==> src/rtl/fifo2uart_pkg.sv <==
// fifo2uart_pkt shared types.
// State encoding and default packet header.
package fifo2uart_pkg;

  typedef enum logic [2:0] {
    S_IDLE,
    S_HEAD,
    S_FETCH,
    S_WAIT,
    S_SEND,
    S_CKSUM,
    S_LAST
  } state_t;

  localparam logic [7:0] HEADER_DEF = 8'hA5;

endpackage

==> src/rtl/fifo2uart_if.sv <==
// fifo2uart_pkt control, FIFO and UART bundle.
// slave = streamer side, master = surrounding logic.
interface fifo2uart_if #(
  parameter int DATA_W = 8,
  parameter int LEN_W  = 8
);
  logic              fs;
  logic              fd;
  logic              mode;
  logic [LEN_W-1:0]  data_len;
  logic              fifo_empty;
  logic              fifo_rxen;
  logic [DATA_W-1:0] fifo_rxd;
  logic              uart_txdv;
  logic              uart_txdr;
  logic [DATA_W-1:0] uart_txd;
  logic              err;

  modport slave (
    input  fs, mode, data_len,
    input  fifo_empty, fifo_rxd,
    input  uart_txdr,
    output fd, fifo_rxen,
    output uart_txdv, uart_txd, err
  );

  modport master (
    output fs, mode, data_len,
    output fifo_empty, fifo_rxd,
    output uart_txdr,
    input  fd, fifo_rxen,
    input  uart_txdv, uart_txd, err
  );
endinterface

==> src/rtl/fifo2uart_pkt.sv <==
// Drains a byte FIFO (or a counting pattern) to uart_tx
// as header + payload + optional XOR checksum.
module fifo2uart_pkt
  import fifo2uart_pkg::*;
#(
  parameter int                DATA_W    = 8,
  parameter int                LEN_W     = 8,
  parameter logic [DATA_W-1:0] HEADER    = HEADER_DEF,
  parameter bit                ADD_CKSUM = 1'b1,
  parameter int                TIMEOUT   = 1024
) (
  input  logic        clk,
  input  logic        rst,
  fifo2uart_if.slave  bus
);

  localparam int TMO_W = $clog2(TIMEOUT);

  state_t            r_state;
  state_t            w_nxt;
  logic [LEN_W-1:0]  r_len;
  logic              r_mode;
  logic [LEN_W:0]    r_cnt;
  logic [DATA_W-1:0] r_ck;
  logic [DATA_W-1:0] r_data;
  logic [TMO_W-1:0]  r_tmo;
  logic              r_err;

  logic              w_xfer;
  logic              w_last;
  logic              w_tmo_hit;
  logic              w_txdv;
  logic [DATA_W-1:0] w_txd;
  logic              w_rxen;
  logic              w_fd;

  assign w_xfer    = w_txdv & bus.uart_txdr;
  assign w_last    = (r_cnt + 1'b1) == {1'b0, r_len};
  assign w_tmo_hit = r_tmo == TMO_W'(TIMEOUT - 1);

  always_ff @(posedge clk or posedge rst) begin
    if (rst) r_state <= S_IDLE;
    else     r_state <= w_nxt;
  end

  always_comb begin
    w_nxt  = r_state;
    w_txdv = 1'b0;
    w_txd  = '0;
    w_rxen = 1'b0;
    w_fd   = 1'b0;
    unique case (r_state)
      S_IDLE: begin
        if (bus.fs) w_nxt = S_HEAD;
      end
      S_HEAD: begin
        w_txdv = 1'b1;
        w_txd  = HEADER;
        if (w_xfer) begin
          if (r_len != '0) w_nxt = S_FETCH;
          else if (ADD_CKSUM) w_nxt = S_CKSUM;
          else w_nxt = S_LAST;
        end
      end
      S_FETCH: begin
        if (r_mode) begin
          w_nxt = S_SEND;
        end else if (!bus.fifo_empty) begin
          w_rxen = 1'b1;
          w_nxt  = S_WAIT;
        end else if (w_tmo_hit) begin
          w_nxt = S_LAST;
        end
      end
      S_WAIT: begin
        w_nxt = S_SEND;
      end
      S_SEND: begin
        w_txdv = 1'b1;
        w_txd  = r_data;
        if (w_xfer) begin
          if (!w_last) w_nxt = S_FETCH;
          else if (ADD_CKSUM) w_nxt = S_CKSUM;
          else w_nxt = S_LAST;
        end
      end
      S_CKSUM: begin
        w_txdv = 1'b1;
        w_txd  = r_ck;
        if (w_xfer) w_nxt = S_LAST;
      end
      S_LAST: begin
        w_fd = 1'b1;
        if (!bus.fs) w_nxt = S_IDLE;
      end
      default: w_nxt = S_IDLE;
    endcase
  end

  // Timeout counter restarts for every payload byte fetched.
  always_ff @(posedge clk or posedge rst) begin
    if (rst) begin
      r_len  <= '0;
      r_mode <= 1'b0;
      r_cnt  <= '0;
      r_ck   <= '0;
      r_data <= '0;
      r_tmo  <= '0;
      r_err  <= 1'b0;
    end else begin
      if (r_state == S_IDLE && bus.fs) begin
        r_len  <= bus.data_len;
        r_mode <= bus.mode;
        r_cnt  <= '0;
        r_ck   <= '0;
        r_tmo  <= '0;
        r_err  <= 1'b0;
      end
      if (r_state == S_FETCH) begin
        if (r_mode)               r_data <= DATA_W'(r_cnt);
        else if (!bus.fifo_empty) r_tmo  <= '0;
        else if (w_tmo_hit)       r_err  <= 1'b1;
        else                      r_tmo  <= r_tmo + 1'b1;
      end
      if (r_state == S_WAIT) r_data <= bus.fifo_rxd;
      if (r_state == S_SEND && w_xfer) begin
        r_ck  <= r_ck ^ r_data;
        r_cnt <= r_cnt + 1'b1;
      end
    end
  end

  assign bus.fd        = w_fd;
  assign bus.fifo_rxen = w_rxen;
  assign bus.uart_txdv = w_txdv;
  assign bus.uart_txd  = w_txd;
  assign bus.err       = r_err;

endmodule

==> src/flat_wrapper.sv <==
// flat-port wrapper written by rule: the top's interface ports become plain ports
module fifo2uart_pkt_flat import fifo2uart_pkg::*;
#(
  parameter int                DATA_W    = 8,
  parameter int                LEN_W     = 8,
  parameter logic [DATA_W-1:0] HEADER    = HEADER_DEF,
  parameter bit                ADD_CKSUM = 1'b1,
  parameter int                TIMEOUT   = 1024
)
  (clk, rst, bus_fs, bus_mode, bus_data_len, bus_fifo_empty, bus_fifo_rxd, bus_uart_txdr, bus_fd, bus_fifo_rxen, bus_uart_txdv, bus_uart_txd, bus_err);
  fifo2uart_if #(.DATA_W(DATA_W), .LEN_W(LEN_W)) bus_i ();
  input  logic clk;
  input  logic rst;
  input wire logic [$bits(bus_i.fs)-1:0] bus_fs;
  input wire logic [$bits(bus_i.mode)-1:0] bus_mode;
  input wire logic [$bits(bus_i.data_len)-1:0] bus_data_len;
  input wire logic [$bits(bus_i.fifo_empty)-1:0] bus_fifo_empty;
  input wire logic [$bits(bus_i.fifo_rxd)-1:0] bus_fifo_rxd;
  input wire logic [$bits(bus_i.uart_txdr)-1:0] bus_uart_txdr;
  output wire logic [$bits(bus_i.fd)-1:0] bus_fd;
  output wire logic [$bits(bus_i.fifo_rxen)-1:0] bus_fifo_rxen;
  output wire logic [$bits(bus_i.uart_txdv)-1:0] bus_uart_txdv;
  output wire logic [$bits(bus_i.uart_txd)-1:0] bus_uart_txd;
  output wire logic [$bits(bus_i.err)-1:0] bus_err;
  assign bus_i.fs = bus_fs;
  assign bus_i.mode = bus_mode;
  assign bus_i.data_len = bus_data_len;
  assign bus_i.fifo_empty = bus_fifo_empty;
  assign bus_i.fifo_rxd = bus_fifo_rxd;
  assign bus_i.uart_txdr = bus_uart_txdr;
  assign bus_fd = bus_i.fd;
  assign bus_fifo_rxen = bus_i.fifo_rxen;
  assign bus_uart_txdv = bus_i.uart_txdv;
  assign bus_uart_txd = bus_i.uart_txd;
  assign bus_err = bus_i.err;
  fifo2uart_pkt #(.DATA_W(DATA_W), .LEN_W(LEN_W), .HEADER(HEADER), .ADD_CKSUM(ADD_CKSUM), .TIMEOUT(TIMEOUT)) u_core (.clk(clk), .rst(rst), .bus(bus_i));
endmodule
==> config.mk <==
export PLATFORM = sky130hd
export DESIGN_NAME = fifo2uart_pkt_flat
export DESIGN_NICKNAME = d
export VERILOG_FILES = /design/src/rtl/fifo2uart_pkg.sv /design/src/rtl/fifo2uart_if.sv /design/src/rtl/fifo2uart_pkt.sv /design/src/flat_wrapper.sv
export SDC_FILE = /design/constraint.sdc
export NUM_CORES = 1
export LEC_CHECK = 0
export CAP_MARGIN = 25
export CORE_MARGIN = 2
export CORE_UTILIZATION = 35
export CTS_BUF_LIST = sky130_fd_sc_hd__clkbuf_4 sky130_fd_sc_hd__clkbuf_8
export CTS_CLUSTER_DIAMETER = 120
export CTS_CLUSTER_SIZE = 10
export DETAILED_ROUTE_END_ITERATION = 10
export PLACE_DENSITY = 0.59
export RECOVER_POWER = 50
export SYNTH_ARGS = -nofsm -noshare
export SYNTH_HDL_FRONTEND = slang
export SYNTH_SLANG_ARGS = --single-unit
==> constraint.sdc <==
create_clock -name clk -period 2.17 [get_ports clk]
set_input_delay 0.434 -clock clk [delete_from_list [all_inputs] [get_ports clk]]
set_output_delay 0.434 -clock clk [all_outputs]
set_load 0.05 [all_outputs]
---- Word level (Yosys, flattened, before mapping) ----
Cells that the tools add are included.
cells by class
  add/sub/neg operators ................... 2
  multipliers ............................. 0
  div/mod/pow operators ................... 0
  order comparisons ....................... 0
  eq/ne operators ......................... 14
  shifts and indexed selects .............. 0
  multiplexer cells ....................... 34
  bitwise gates (word level) .............. 2
  reductions and logical operators ........ 10
operator list
  kind                                                              number
  10-bit 2-to-1 mux                                                 5
  8-bit 2-to-1 mux                                                  5
  3-bit 2-to-1 mux                                                  10
  8-bit one-hot mux with 3 select lines                             1
  3-bit one-hot mux with 7 select lines                             1
  9-bit 2-to-1 mux                                                  2
  10-bit by 1-bit adder with 10-bit output (second input constant)  1
  10-bit == test (second input constant)                            1
  1-bit 2-to-1 mux                                                  10
  9-bit by 1-bit adder with 9-bit output (second input constant)    1
  3-bit == test (second input constant)                             3
  9-bit by 8-bit == test with 1-bit output                          1
  8-bit nonzero test                                                1
  8-bit XOR                                                         1
  3-bit by 2-bit == test with 1-bit output (second input constant)  2
  2-bit by 1-bit != test with 1-bit output (second input constant)  3
  6-bit AND reduction                                               1
  2-bit nonzero test                                                3
  2-bit != test (second input constant)                             2
  4-bit by 2-bit != test with 1-bit output (second input constant)  1
  3-bit by 1-bit == test with 1-bit output (second input constant)  1
  3-bit logical NOT                                                 1
  3-bit OR reduction                                                1
  1-bit logical AND                                                 2
  other kinds (2)                                                   2
word-level totals
  register bits ........................... 48
  bits in latches ......................... 0
  memory bits (writable) .................. 0
  ROM bits ................................ 0
  input bits .............................. 22
  memories kept ........................... 0

---- Depth between registers and ports, before layout ----
  depth in word-level cells ............... 7
  mapped depth ............................ 8
  gate-level depth less buffers ........... 7

---- Worst setup path after synthesis ----
OpenSTA, ideal clock, no wires.
  path kind ............................... reg2out
  start point ............................. reg u_core.r_state[0]
  end point ............................... out bus_uart_txd[0]
  arrival ................................. 1.891 ns
  required time ........................... 1.736 ns
  slack ................................... -0.155 ns
  stages on the path, launching flop included .. 5
  cells stage by stage .................... dfrtp_1 buf_2 buf_1 o21ai_0 a21oi_1
on the way
  cells in the longest elaborated chain, start to end .. 2
  elaborated cells on any way between the ends .. 4
RTL lines
  what                                                                       line                 RTL
  start, declared                                                            fifo2uart_pkt.sv:19  state_t r_state;
  start signal, assigned                                                     fifo2uart_pkt.sv:43  else r_state <= w_nxt;
  3-bit == test or 3-bit by 1-bit == test with 1-bit output (tied branches)  fifo2uart_pkt.sv:52  unique case (r_state)
  8-bit one-hot mux with 3 select lines *                                    fifo2uart_pkt.sv:52
  end, declared                                                              flat_wrapper.sv:23   output wire logic [$bits(bus_i.uart_txd)-1:0] bus_uart_txd;
Every way passes the cells marked *; elsewhere a longest branch is shown, timed or not.

---- Worst setup path after layout ----
  start point ............................. reg u_core.r_state[1]
  end point ............................... out bus_uart_txd[3]
The elaborated chain is that of the path after synthesis.

==> impl_metrics.prom <==
# TYPE chip_impl_metric gauge
chip_impl_info{name="status",value="finished, final reports clean"} 1
chip_impl_info{name="clockRootBuffer",value="sky130_fd_sc_hd__clkbuf_8"} 1
chip_impl_metric{name="timing.final.crit_share",unit="%"} 95.9
chip_impl_info{name="kind_of_end_point_of_the_critical_path",value="output port"} 1
chip_impl_metric{name="seq_power_share",unit="%"} 31.3
chip_impl_metric{name="ys_seq_elements",unit=""} 48
chip_impl_info{name="holdCritPathClass",value="reg2reg"} 1
chip_impl_info{name="timing_worst_setup_path_type",value="reg2out"} 1
chip_impl_metric{name="ctsHtreeMaxLevel",unit=""} 2
chip_impl_metric{name="synth.yosys.seq_area_share",unit="%"} 41.0
chip_impl_metric{name="clock_latency",unit="ns"} 0.30
chip_impl_metric{name="timing_worst_slew_pin_value",unit="ns"} 1.25
chip_impl_metric{name="postSynthCellCount",unit=""} 359
chip_impl_metric{name="cts.reportedPaths.clkPinSlew",unit="ns"} 0.10
chip_impl_metric{name="layout-area-overhead-vs-synth",unit="%"} 29.5
chip_impl_metric{name="buffer_depth_of_the_longest_clock_path",unit=""} 2
chip_impl_metric{name="maxCapViolations",unit=""} 0
chip_impl_metric{name="top_level_ports",unit=""} 34
chip_impl_metric{name="cts.sink_count",unit=""} 48
chip_impl_metric{name="place_congestion",unit=""} 0.859
chip_impl_metric{name="maxSlewViolCount",unit=""} 0
chip_impl_metric{name="number_of_synthesized_flops_with_an_enable_pin",unit=""} 0
chip_impl_metric{name="final-setup-viol-count",unit=""} 0
chip_impl_metric{name="switching_share",unit="%"} 43.0
chip_impl_metric{name="mappedNetlistArea",unit="µm²"} 2930
chip_impl_metric{name="synth.distinct_cells",unit=""} 56
chip_impl_metric{name="finalCriticalPeriod",unit="ns"} 2.08
chip_impl_info{name="cts_tree",value="built"} 1
chip_impl_info{name="crit_slowest_cell",value="sky130_fd_sc_hd__dfrtp_1"} 1
chip_impl_metric{name="p_clk_share",unit="%"} 14.7
chip_impl_metric{name="final_util",unit="%"} 46.4
chip_impl_metric{name="asyncSetResetFlopFracSynth",unit="%"} 100
chip_impl_metric{name="yosys_warnings",unit=""} 0
chip_impl_metric{name="slew_headroom",unit="%"} 16.6
chip_impl_metric{name="die_width",unit="µm"} 95.5
chip_impl_metric{name="per_cell_routed_wire_length",unit="µm"} 14.5
chip_impl_metric{name="firstDrtPassIters",unit=""} 4
chip_impl_metric{name="antenna_found_initial",unit=""} 0
chip_impl_metric{name="timing.setup.tns",unit="ns"} 0
chip_impl_metric{name="syn-num-nets",unit=""} 383
chip_impl_metric{name="pwr_density_cell",unit="nW/µm²"} 1210
chip_impl_metric{name="via_per_inst",unit=""} 5.24
chip_impl_metric{name="power.switching",unit="mW"} 1.98
chip_impl_metric{name="antenna_violating_nets_post_route",unit=""} 0
chip_impl_metric{name="globalRouteOverflowTotal",unit=""} 0
chip_impl_metric{name="global_router_s_overall_resource_usage",unit="%"} 17.6
chip_impl_metric{name="internal_power",unit="mW"} 2.62
chip_impl_metric{name="start_util",unit="%"} 35.9
chip_impl_metric{name="cts_buffers",unit=""} 5
chip_impl_metric{name="power.combinational.fraction",unit="%"} 54.0
chip_impl_metric{name="placement_rows",unit=""} 33
chip_impl_metric{name="ctsHoldBuffers",unit=""} 0
chip_impl_metric{name="grt_first_pass_wirelength",unit="mm"} 12.6
chip_impl_metric{name="total_leakage_power",unit="nW"} 1.61
chip_impl_metric{name="critical_path_peak_fanout",unit=""} 8
chip_impl_metric{name="drive_gt1_share",unit="%"} 17.7
chip_impl_metric{name="max_stage_delay",unit="ns"} 0.49
chip_impl_metric{name="buffer_ports.inserted",unit=""} 33
chip_impl_metric{name="worst_ep_arrival",unit="ns"} 1.65
chip_impl_metric{name="worst_ep_required_time",unit="ns"} 1.74
chip_impl_info{name="ys.flop_type",value="sky130_fd_sc_hd__dfrtp_1"} 1
chip_impl_metric{name="via_count_of_the_first_global_routing_pass",unit=""} 2569
chip_impl_metric{name="vdd.ir_drop.worst",unit="mV"} 0.383
chip_impl_metric{name="coreArea",unit="µm²"} 8180
chip_impl_metric{name="finalPower",unit="mW"} 4.59
chip_impl_metric{name="overall_die_area",unit="µm²"} 9120
chip_impl_metric{name="pin_count_of_the_biggest_net_entering_global_routing",unit=""} 49
chip_impl_metric{name="drc_errors",unit=""} 0
chip_impl_metric{name="antennaDiodeCount",unit=""} 0
chip_impl_metric{name="finalClockSkew",unit="ns"} 0.00904
chip_impl_metric{name="top_area_cell_type_share_of_the_netlist_area",unit="%"} 41.0
chip_impl_metric{name="fmax",unit="GHz"} 0.481
chip_impl_info{name="critical_path.startpoint_type",value="flop"} 1
chip_impl_metric{name="layout.nets",unit=""} 435
chip_impl_metric{name="post_synth.cell_area_avg",unit="µm²"} 8.17
chip_impl_metric{name="fp.dieH",unit="µm"} 95.5
chip_impl_metric{name="number_of_drc_markers_after_the_initial_detailed_route_iteration",unit=""} 178
chip_impl_info{name="synth_top_cell_by_area",value="sky130_fd_sc_hd__dfrtp_1"} 1
chip_impl_info{name="worstPathCellList",value="buf_4 -> nand2b_1 -> nor2_1 -> buf_12"} 1
chip_impl_metric{name="dr_total_vias",unit=""} 2708
chip_impl_metric{name="finalWirelength",unit="mm"} 7.50
chip_impl_metric{name="detailedPlacementHpwl",unit="mm"} 5.40
chip_impl_info{name="synth_area_leaders",value="sky130_fd_sc_hd__dfrtp_1, sky130_fd_sc_hd__nand2_1, sky130_fd_sc_hd__o21ai_0, sky130_fd_sc_hd__nor2_1, sky130_fd_sc_hd__a21oi_1"} 1
chip_impl_metric{name="report.final.hold_viol_count",unit=""} 0
-- synthesized netlist by cell type, types with 5 or more instances --
library cell               instances
sky130_fd_sc_hd__clkbuf_1         10
sky130_fd_sc_hd__nand2_1          69
sky130_fd_sc_hd__and2_1            5
sky130_fd_sc_hd__xnor2_1           7
sky130_fd_sc_hd__mux2i_1           6
sky130_fd_sc_hd__inv_1             8
sky130_fd_sc_hd__nor2_1           41
sky130_fd_sc_hd__and3_1            9
sky130_fd_sc_hd__o31ai_1           5
sky130_fd_sc_hd__dfrtp_1          48
sky130_fd_sc_hd__o21ai_1           6
sky130_fd_sc_hd__o21ai_0          43
sky130_fd_sc_hd__nand3_1          12
sky130_fd_sc_hd__a22oi_1           7
sky130_fd_sc_hd__a21oi_1          18
-- final timing paths --
path                                         from                 to  slack, ns  depth (start not counted)
worst min register to register     u_core.r_ck[2]     u_core.r_ck[2]       0.48                          1
max in group asynchronous                     rst  u_core.r_state[0]       0.37                          3
worst max register to register    u_core.r_cnt[2]  u_core.r_state[2]       0.13                          6
worst max-delay path            u_core.r_state[1]    bus_uart_txd[3]       0.09                          4
min in group asynchronous                     rst    u_core.r_len[0]       0.97                          3
worst min-delay path               u_core.r_ck[2]     u_core.r_ck[2]       0.48                          1
-- power groups by stage --
stage / logic [mW] / registers, mW / clock network (mW)
2_1_floorplan: 1.58 / 1.34 / 0
3_3_place_gp: 2.36 / 1.45 / 0
3_5_place_dp: 2.39 / 1.45 / 0
4_1_cts: 2.42 / 1.44 / 0.690
5_1_grt: 2.73 / 1.47 / 0.722
6_report: 2.48 / 1.44 / 0.677
-- registers in the layout (all words and copies together) (netlist names) --
register	count
u_core.r_cnt	9
u_core.r_tmo	10
u_core.r_ck	8
u_core.r_len	8
u_core.r_data	8
u_core.r_mode	1
u_core.bus.err	1
u_core.r_state	3
-- layout by cell type (no fill, tap or decap), drive strengths merged, types with 3 or more instances in the layout --
cell type | Yosys | layout
nand2 | 72 | 72
o21ai | 50 | 50
dfrtp | 48 | 48
nor2 | 41 | 41
buf | 9 | 39
clkdlybuf4s50 | 0 | 21
a21oi | 18 | 18
nand3 | 13 | 13
and3 | 9 | 9
clkbuf | 10 | 9
inv | 8 | 7
a22oi | 7 | 7
xnor2 | 7 | 7
mux2i | 6 | 6
and2 | 5 | 5
o31ai | 5 | 5
nor3 | 4 | 4
nand2b | 4 | 4
or3 | 4 | 4
nand3b | 3 | 3
xor2 | 3 | 3
-- final cells by class --
| type | instances | area [µm²] |
|---|---|---|
| clock buffer | 6 | 76.3 |
| clock inverter | 2 | 35.0 |
| fill | 814 | 4380 |
| inverter | 8 | 30.0 |
| multi-input combinational | 284 | 1650 |
| sequential | 48 | 1200 |
| tap | 105 | 131 |
| timing repair buffer | 64 | 671 |
-- cell families (layout without fill, tap and decap cells) --
kind of cell	after synthesis	count (layout)	synth area share [%]
AO/OA/AOI/OAI	100	100	21.3
buffers and inverters	27	80	4.35
multiplexers	7	7	2.43
flip-flops	48	48	41.0
XOR/XNOR	10	10	2.99
adder cells (fa/ha/maj)	2	2	0.853
AND/OR/NAND/NOR	165	165	27.1
-- metal layers --
layer | GRT usage (%) | routed length [µm] | vias up
met5 | 0 | 0 | -
met4 | 4.76 | 75 | 0
met3 | 1.90 | 244 | 6
met2 | 28.6 | 3560 | 43
met1 | 24.8 | 3630 | 1297
li1 | - | - | 1362
-- through the flow --
stage	setup slack [ns]	instance area (µm²)	std cells	hold WS [ns]
global route	-0.0000625	3800	517	0.520
CTS	0.0118	3770	514	0.484
global placement	-0.189	3640	505	0.462
finish	0.0898	3800	517	0.475
detailed placement	0.00887	3650	506	0.472
floorplan	0.00198	2950	359	0.444
-- what timing repair did --
action / CTS / global route
pin swaps: 0 / 0
setup buffers: 0 / 3
endpoints found under the hold margin: 0 / 0
cloned: 0 / 0
resized for setup: 6 / 4
setup endpoints to repair: 6 / 8
-- critical path: cells and delay by family (launching register included) --
kind	cells	cell delay, ns
buf+inv	2	0.38
flops	1	0.49
simple gates	2	0.47
Power figures use the tool's default switching activity.
